`src/rtl/twiddle_mult_108.sv`:
```
// Twiddle multiplier between the column and row DFT stages of the 4x27 FFT.
// Generates (row*col) mod TW_N ROM addresses and applies the Q10 twiddle with round/saturate.
module twiddle_mult_108 #(
   parameter int DW      = 16,
   parameter int ROWS    = 4,
   parameter int COLS    = 27,
   parameter int TW_N    = 108,
   parameter int TW_LAT  = 0,
   parameter int INVERSE = 0
) (
   input  logic                 clk,
   input  logic                 rst_n,
   input  logic                 in_valid,
   input  logic                 in_sof,
   input  logic signed [DW-1:0] in_re,
   input  logic signed [DW-1:0] in_im,
   output logic [10:0]          tw_addr,
   input  logic signed [17:0]   tw_re,
   input  logic signed [17:0]   tw_im,
   output logic                 out_valid,
   output logic                 out_sof,
   output logic                 out_last,
   output logic signed [DW-1:0] out_re,
   output logic signed [DW-1:0] out_im
);
   localparam int AW = 11;
   localparam int CW = $clog2(COLS + 1);
   localparam int RW = $clog2(ROWS + 1);
   localparam int PW = DW + 20;
   localparam logic signed [PW-1:0] SMAX = PW'((64'sd1 <<< (DW - 1)) - 64'sd1);
   localparam logic signed [PW-1:0] SMIN = -SMAX - PW'(1);

   function automatic logic signed [DW-1:0] rnd_sat(input logic signed [PW-1:0] p);
      logic signed [PW-1:0] r;
      r = (p + PW'(512)) >>> 10;
      if (r > SMAX)      return SMAX[DW-1:0];
      else if (r < SMIN) return SMIN[DW-1:0];
      else               return r[DW-1:0];
   endfunction

   logic          active;
   logic [RW-1:0] row, row_cur;
   logic [CW-1:0] col, col_cur;
   logic [AW-1:0] acc, acc_cur, acc_step;
   logic          start, take, col_wrap, frame_end;

   // An in_sof sample always starts at index 0, even mid-frame.
   always_comb begin
      start     = in_valid && in_sof;
      take      = in_valid && (in_sof || active);
      row_cur   = start ? '0 : row;
      col_cur   = start ? '0 : col;
      acc_cur   = start ? '0 : acc;
      col_wrap  = (col_cur == CW'(COLS - 1));
      frame_end = col_wrap && (row_cur == RW'(ROWS - 1));
      acc_step  = acc_cur + AW'(row_cur);
      if (acc_step >= AW'(TW_N)) acc_step = acc_step - AW'(TW_N);
   end

   assign tw_addr = acc_cur;

   always_ff @(posedge clk or negedge rst_n) begin
      if (!rst_n) begin
         active <= 1'b0;
         row    <= '0;
         col    <= '0;
         acc    <= '0;
      end else if (take) begin
         if (frame_end) begin
            active <= 1'b0;
            row    <= '0;
            col    <= '0;
            acc    <= '0;
         end else if (col_wrap) begin
            active <= 1'b1;
            row    <= row_cur + RW'(1);
            col    <= '0;
            acc    <= '0;
         end else begin
            active <= 1'b1;
            row    <= row_cur;
            col    <= col_cur + CW'(1);
            acc    <= acc_step;
         end
      end
   end

   // ---- ROM alignment: delay sample and flags to meet the twiddle ----
   logic                 a_vld, a_sof, a_last;
   logic signed [DW-1:0] a_re, a_im;

   generate
      if (TW_LAT == 0) begin : g_comb_rom
         assign a_vld  = take;
         assign a_sof  = start;
         assign a_last = take && frame_end;
         assign a_re   = in_re;
         assign a_im   = in_im;
      end else begin : g_reg_rom
         logic [TW_LAT-1:0]         vld_sr, sof_sr, last_sr;
         logic [TW_LAT-1:0][DW-1:0] re_sr, im_sr;

         always_ff @(posedge clk or negedge rst_n) begin
            if (!rst_n) begin
               vld_sr  <= '0;
               sof_sr  <= '0;
               last_sr <= '0;
            end else begin
               vld_sr[0]  <= take;
               sof_sr[0]  <= start;
               last_sr[0] <= take && frame_end;
               for (int i = 1; i < TW_LAT; i++) begin
                  vld_sr[i]  <= vld_sr[i-1];
                  sof_sr[i]  <= sof_sr[i-1];
                  last_sr[i] <= last_sr[i-1];
               end
            end
         end

         always_ff @(posedge clk) begin
            re_sr[0] <= in_re;
            im_sr[0] <= in_im;
            for (int i = 1; i < TW_LAT; i++) begin
               re_sr[i] <= re_sr[i-1];
               im_sr[i] <= im_sr[i-1];
            end
         end

         assign a_vld  = vld_sr[TW_LAT-1];
         assign a_sof  = sof_sr[TW_LAT-1];
         assign a_last = last_sr[TW_LAT-1];
         assign a_re   = re_sr[TW_LAT-1];
         assign a_im   = im_sr[TW_LAT-1];
      end
   endgenerate

   // ---- Stage A: full-precision complex products ----
   logic signed [PW-1:0] xr, xi, wr, wi, mr, mi;
   logic signed [PW-1:0] p_re_p0, p_im_p0;
   logic                 vld_p0, sof_p0, last_p0;

   // tw_im is widened before negation so -(-2^17) stays representable.
   always_comb begin
      xr = PW'(a_re);
      xi = PW'(a_im);
      wr = PW'(tw_re);
      wi = (INVERSE != 0) ? -PW'(tw_im) : PW'(tw_im);
      mr = xr * wr - xi * wi;
      mi = xr * wi + xi * wr;
   end

   always_ff @(posedge clk or negedge rst_n) begin
      if (!rst_n) begin
         vld_p0  <= 1'b0;
         sof_p0  <= 1'b0;
         last_p0 <= 1'b0;
      end else begin
         vld_p0  <= a_vld;
         sof_p0  <= a_vld && a_sof;
         last_p0 <= a_vld && a_last;
      end
   end

   always_ff @(posedge clk) begin
      if (a_vld) begin
         p_re_p0 <= mr;
         p_im_p0 <= mi;
      end
   end

   // ---- Stage B: round, saturate and register outputs ----
   always_ff @(posedge clk or negedge rst_n) begin
      if (!rst_n) begin
         out_valid <= 1'b0;
         out_sof   <= 1'b0;
         out_last  <= 1'b0;
         out_re    <= '0;
         out_im    <= '0;
      end else begin
         out_valid <= vld_p0;
         out_sof   <= sof_p0;
         out_last  <= last_p0;
         if (vld_p0) begin
            out_re <= rnd_sat(p_re_p0);
            out_im <= rnd_sat(p_im_p0);
         end
      end
   end
endmodule

```
`config.mk`:
```
export PLATFORM = sky130hd
export DESIGN_NAME = twiddle_mult_108
export DESIGN_NICKNAME = d
export VERILOG_FILES = /design/src/rtl/twiddle_mult_108.sv
export SDC_FILE = /design/constraint.sdc
export NUM_CORES = 2
export LEC_CHECK = 0
export BUFFER_PORTS_ARGS = -buffer_cell sky130_fd_sc_hd__buf_4
export CORE_MARGIN = 10
export CORE_UTILIZATION = 55
export DETAILED_ROUTE_END_ITERATION = 10
export GPL_TIMING_DRIVEN = 0
export PLACE_DENSITY = 0.72
export REMOVE_ABC_BUFFERS = 1
export SLEW_MARGIN = 20
export SYNTH_ARGS = -nofsm -noshare
export SYNTH_HDL_FRONTEND = slang
export SYNTH_SLANG_ARGS = --single-unit
```
`constraint.sdc`:
```
create_clock -name clk -period 4.4 [get_ports clk]
set_input_delay 0.22 -clock clk [delete_from_list [all_inputs] [get_ports clk]]
set_output_delay 0.22 -clock clk [all_outputs]
set_load 0.05 [all_outputs]
```
==> flow_summary.yaml <==
finish:
  instances_no_fill: 6431
  final_nets: 6947
  drive_above_1_share_pct: 11.51
  area_growth_syn_to_layout_pct: 13.43
  final_common_cell: "inv_1"
  most-common-layout-cells: "inv_1, fa_1, nand2_1"
status:
  status: "finished, violations left"
  violations: "setup timing"
timing:
  fin_skew_ns: 0.009259
  hold_viol_final: 0
  layout_setup_ws_ns: -2.594
  setup_violations: 52
  slew_headroom_pct: 21.64
  worst_pin_slew_ns: 1.166
  layout_min_cycle_time_ns: 6.994
  max_freq_ghz: 0.1430
  min_period_over_period_pct: 158.9
  slew_violations: 0
  rsz0062_at_grt: "yes"
clocking:
  numCtsBuffers: 9
  cts_tree: "done"
  clk_pin_slew_worst_paths_ns: 0.08
  cts_num_sinks: 110
  insertion_delay_ns: 0.40
  clockRootBuffer: "clkbuf_16"
  htree_levels: 3
  clk_path_buf_depth: 2
synth:
  syn_area_per_cell_um2: 9.470
  synthCells: 5195
  synth_ff_type: "dfrtp_1"
  synth_edf_count: 52
  synth_warnings: 0
  synthDistinctLibCells: 65
  synth-seq-cells: 110
  synth.yosys.seq_area_share_pct: 6.124
  syn_area_mm2: 0.04920
  ys_async_sr_fraction_pct: 52.73
detailed_routing:
  drtAntennaViolNets: 0
  vias_per_cell: 5.502
  drt-initial-drc-count: 2597
  drc: 0
  dr_total_vias: 35381
  routed_wl_mm: 135.4
  wl_per_cell_um: 21.05
  dr.pass1.iters: 5
global_routing:
  grt_pass1_vias: 39120
  grt_usage_pct: 26.72
  antenna_found_initial: 6
  grt_max_degree: 59
  grt.overflow.total: 0
  grt_pass1_wl_mm: 213.2
worst_setup_path:
  worstPathArrival_ns: 7.14
  critical_path.max_fanout: 36
  end_kind: "flip-flop"
  path_class: "in -> reg"
  r2r_cells: 11
  required_ns: 4.54
  cp-start-kind: "primary input"
min_path:
  hold_path_depth: 4
  hold_class: "in -> reg"
floorplan:
  rows: 109
  ios: 118
  dieArea_mm2: 0.1018
  core_mm2: 0.08851
  die_h_um: 319.1
  dieWidth_um: 319.1
  initial_core_util_pct: 55.58
place:
  dp_hpwl_mm: 86.70
  routabilityCongestion: 0.8549
  dp_cells: 6237
  portBuffers: 117
run:
  maxCapViolations: 0
## routing by layer
layer / share of wire, % / vias up / global-route usage [%]
li1: - / 14969 / -
met3: 8.9 / 343 / 4.053
met1: 37 / 18486 / 34.17
met2: 48 / 1577 / 44.42
met5: 0.029 / - / 0
met4: 6.2 / 6 / 12.78
## stage by stage
stage               instance area (um2)  setup WS [ns]  utilization, %  hold WS [ns]  TNS [ns]
finish                            55800         -2.594           63.05        0.1660   -104.79
global route                      55800         -2.787           63.04        0.1915   -112.98
CTS                               54510         -2.496           61.58        0.1335   -100.80
detailed placement                50670         -5.079           57.25        0.3402   -181.71
global placement                  50600         -4.906           57.17        0.3345   -221.46
floorplan                         48270         -2.911               -      -0.07559   -103.55
## Yosys cell counts, drive strengths merged, types with 6 or more instances
cell type | count | share of area (%)
inv | 1447 | 11
nor2 | 102 | 0.78
fa | 1293 | 53
nand4 | 22 | 0.28
o211ai | 17 | 0.36
buf | 8 | 0.094
edfxtp | 52 | 3.2
a21o | 18 | 0.28
o21ai | 43 | 0.44
ha | 324 | 8.2
a31oi | 6 | 0.076
xnor2 | 89 | 1.6
dfrtp | 58 | 3.0
o221ai | 17 | 0.30
xor2 | 37 | 0.66
nand2 | 586 | 4.5
nand3 | 39 | 0.40
a21oi | 36 | 0.37
o31ai | 7 | 0.12
and2 | 571 | 7.3
nand2b | 33 | 0.42
and3 | 22 | 0.28
a211oi | 7 | 0.11
o21a | 30 | 0.46
clkbuf | 235 | 1.8
nor3 | 24 | 0.24
## flip-flops by register name, summed over array words and instances (netlist names), 3 cells and up
signal / flops
row: 3
acc: 11
out_im: 16
col: 5
out_re: 16
p_re_p0: 26
p_im_p0: 26
## worst paths after layout
check                      startpoint     endpoint  slack (ns)
min in group asynchronous       rst_n       acc[9]        0.47
setup / recovery             in_im[5]  p_re_p0[34]       -2.59
hold / removal               in_valid       col[2]        0.17
max in group asynchronous       rst_n       vld_p0        3.31
setup reg to reg           p_re_p0[9]   out_re[13]        0.46
hold reg to reg                sof_p0      out_sof        0.36
## layout make-up
| type | instances | area, um2 |
|---|---|---|
| repair buffers | 295 | 4317 |
| fillers | 6966 | 32710 |
| diodes | 3 | 7.507 |
| flip-flops and latches | 110 | 3014 |
| inverters | 1449 | 5490 |
| clock buffers | 10 | 229.0 |
| clock inverters | 6 | 91.34 |
| multi-input cells | 3393 | 41200 |
| well taps | 1165 | 1458 |
## critical path, cell delays in order
cell and delay, ns:
buf_12 0.19, nand2_1 0.11, fa_1 0.55, inv_1 0.05, fa_1 0.47, inv_1 0.05
fa_1 0.51, fa_1 0.46, fa_1 0.55, fa_1 0.51, fa_1 0.50, inv_1 0.06
fa_1 0.49, inv_2 0.05, ha_4 0.26, a21oi_4 0.18, o221ai_2 0.12, a21o_1 0.23
a211oi_4 0.20, buf_6 0.17, o221ai_4 0.15, a21oi_4 0.23, o31ai_4 0.08, and2_4 0.19
a221o_1 0.34, xnor2_2 0.17
## timing repair
action	in CTS	in global routing
hold endpoints to repair	58	0
gates resized for setup	441	166
gates cloned	26	14
hold buffers	1	0
setup endpoints to repair	52	52
setup buffers	94	49
pin swaps	116	139
## logic make-up after synthesis
logic type	after synthesis	synth area share (%)
flip-flops	110	6.124
multiplexers	8	0.1755
XOR/XNOR	126	2.243
AO/OA/AOI/OAI	211	3.016
buffers and inverters	1692	12.94
adder cells (fa/ha/maj)	1617	60.85
AND/OR/NAND/NOR	1431	14.64
Power is not shown: default switching activity piles up to over one toggle a cycle in this logic, so the estimate is an artifact.
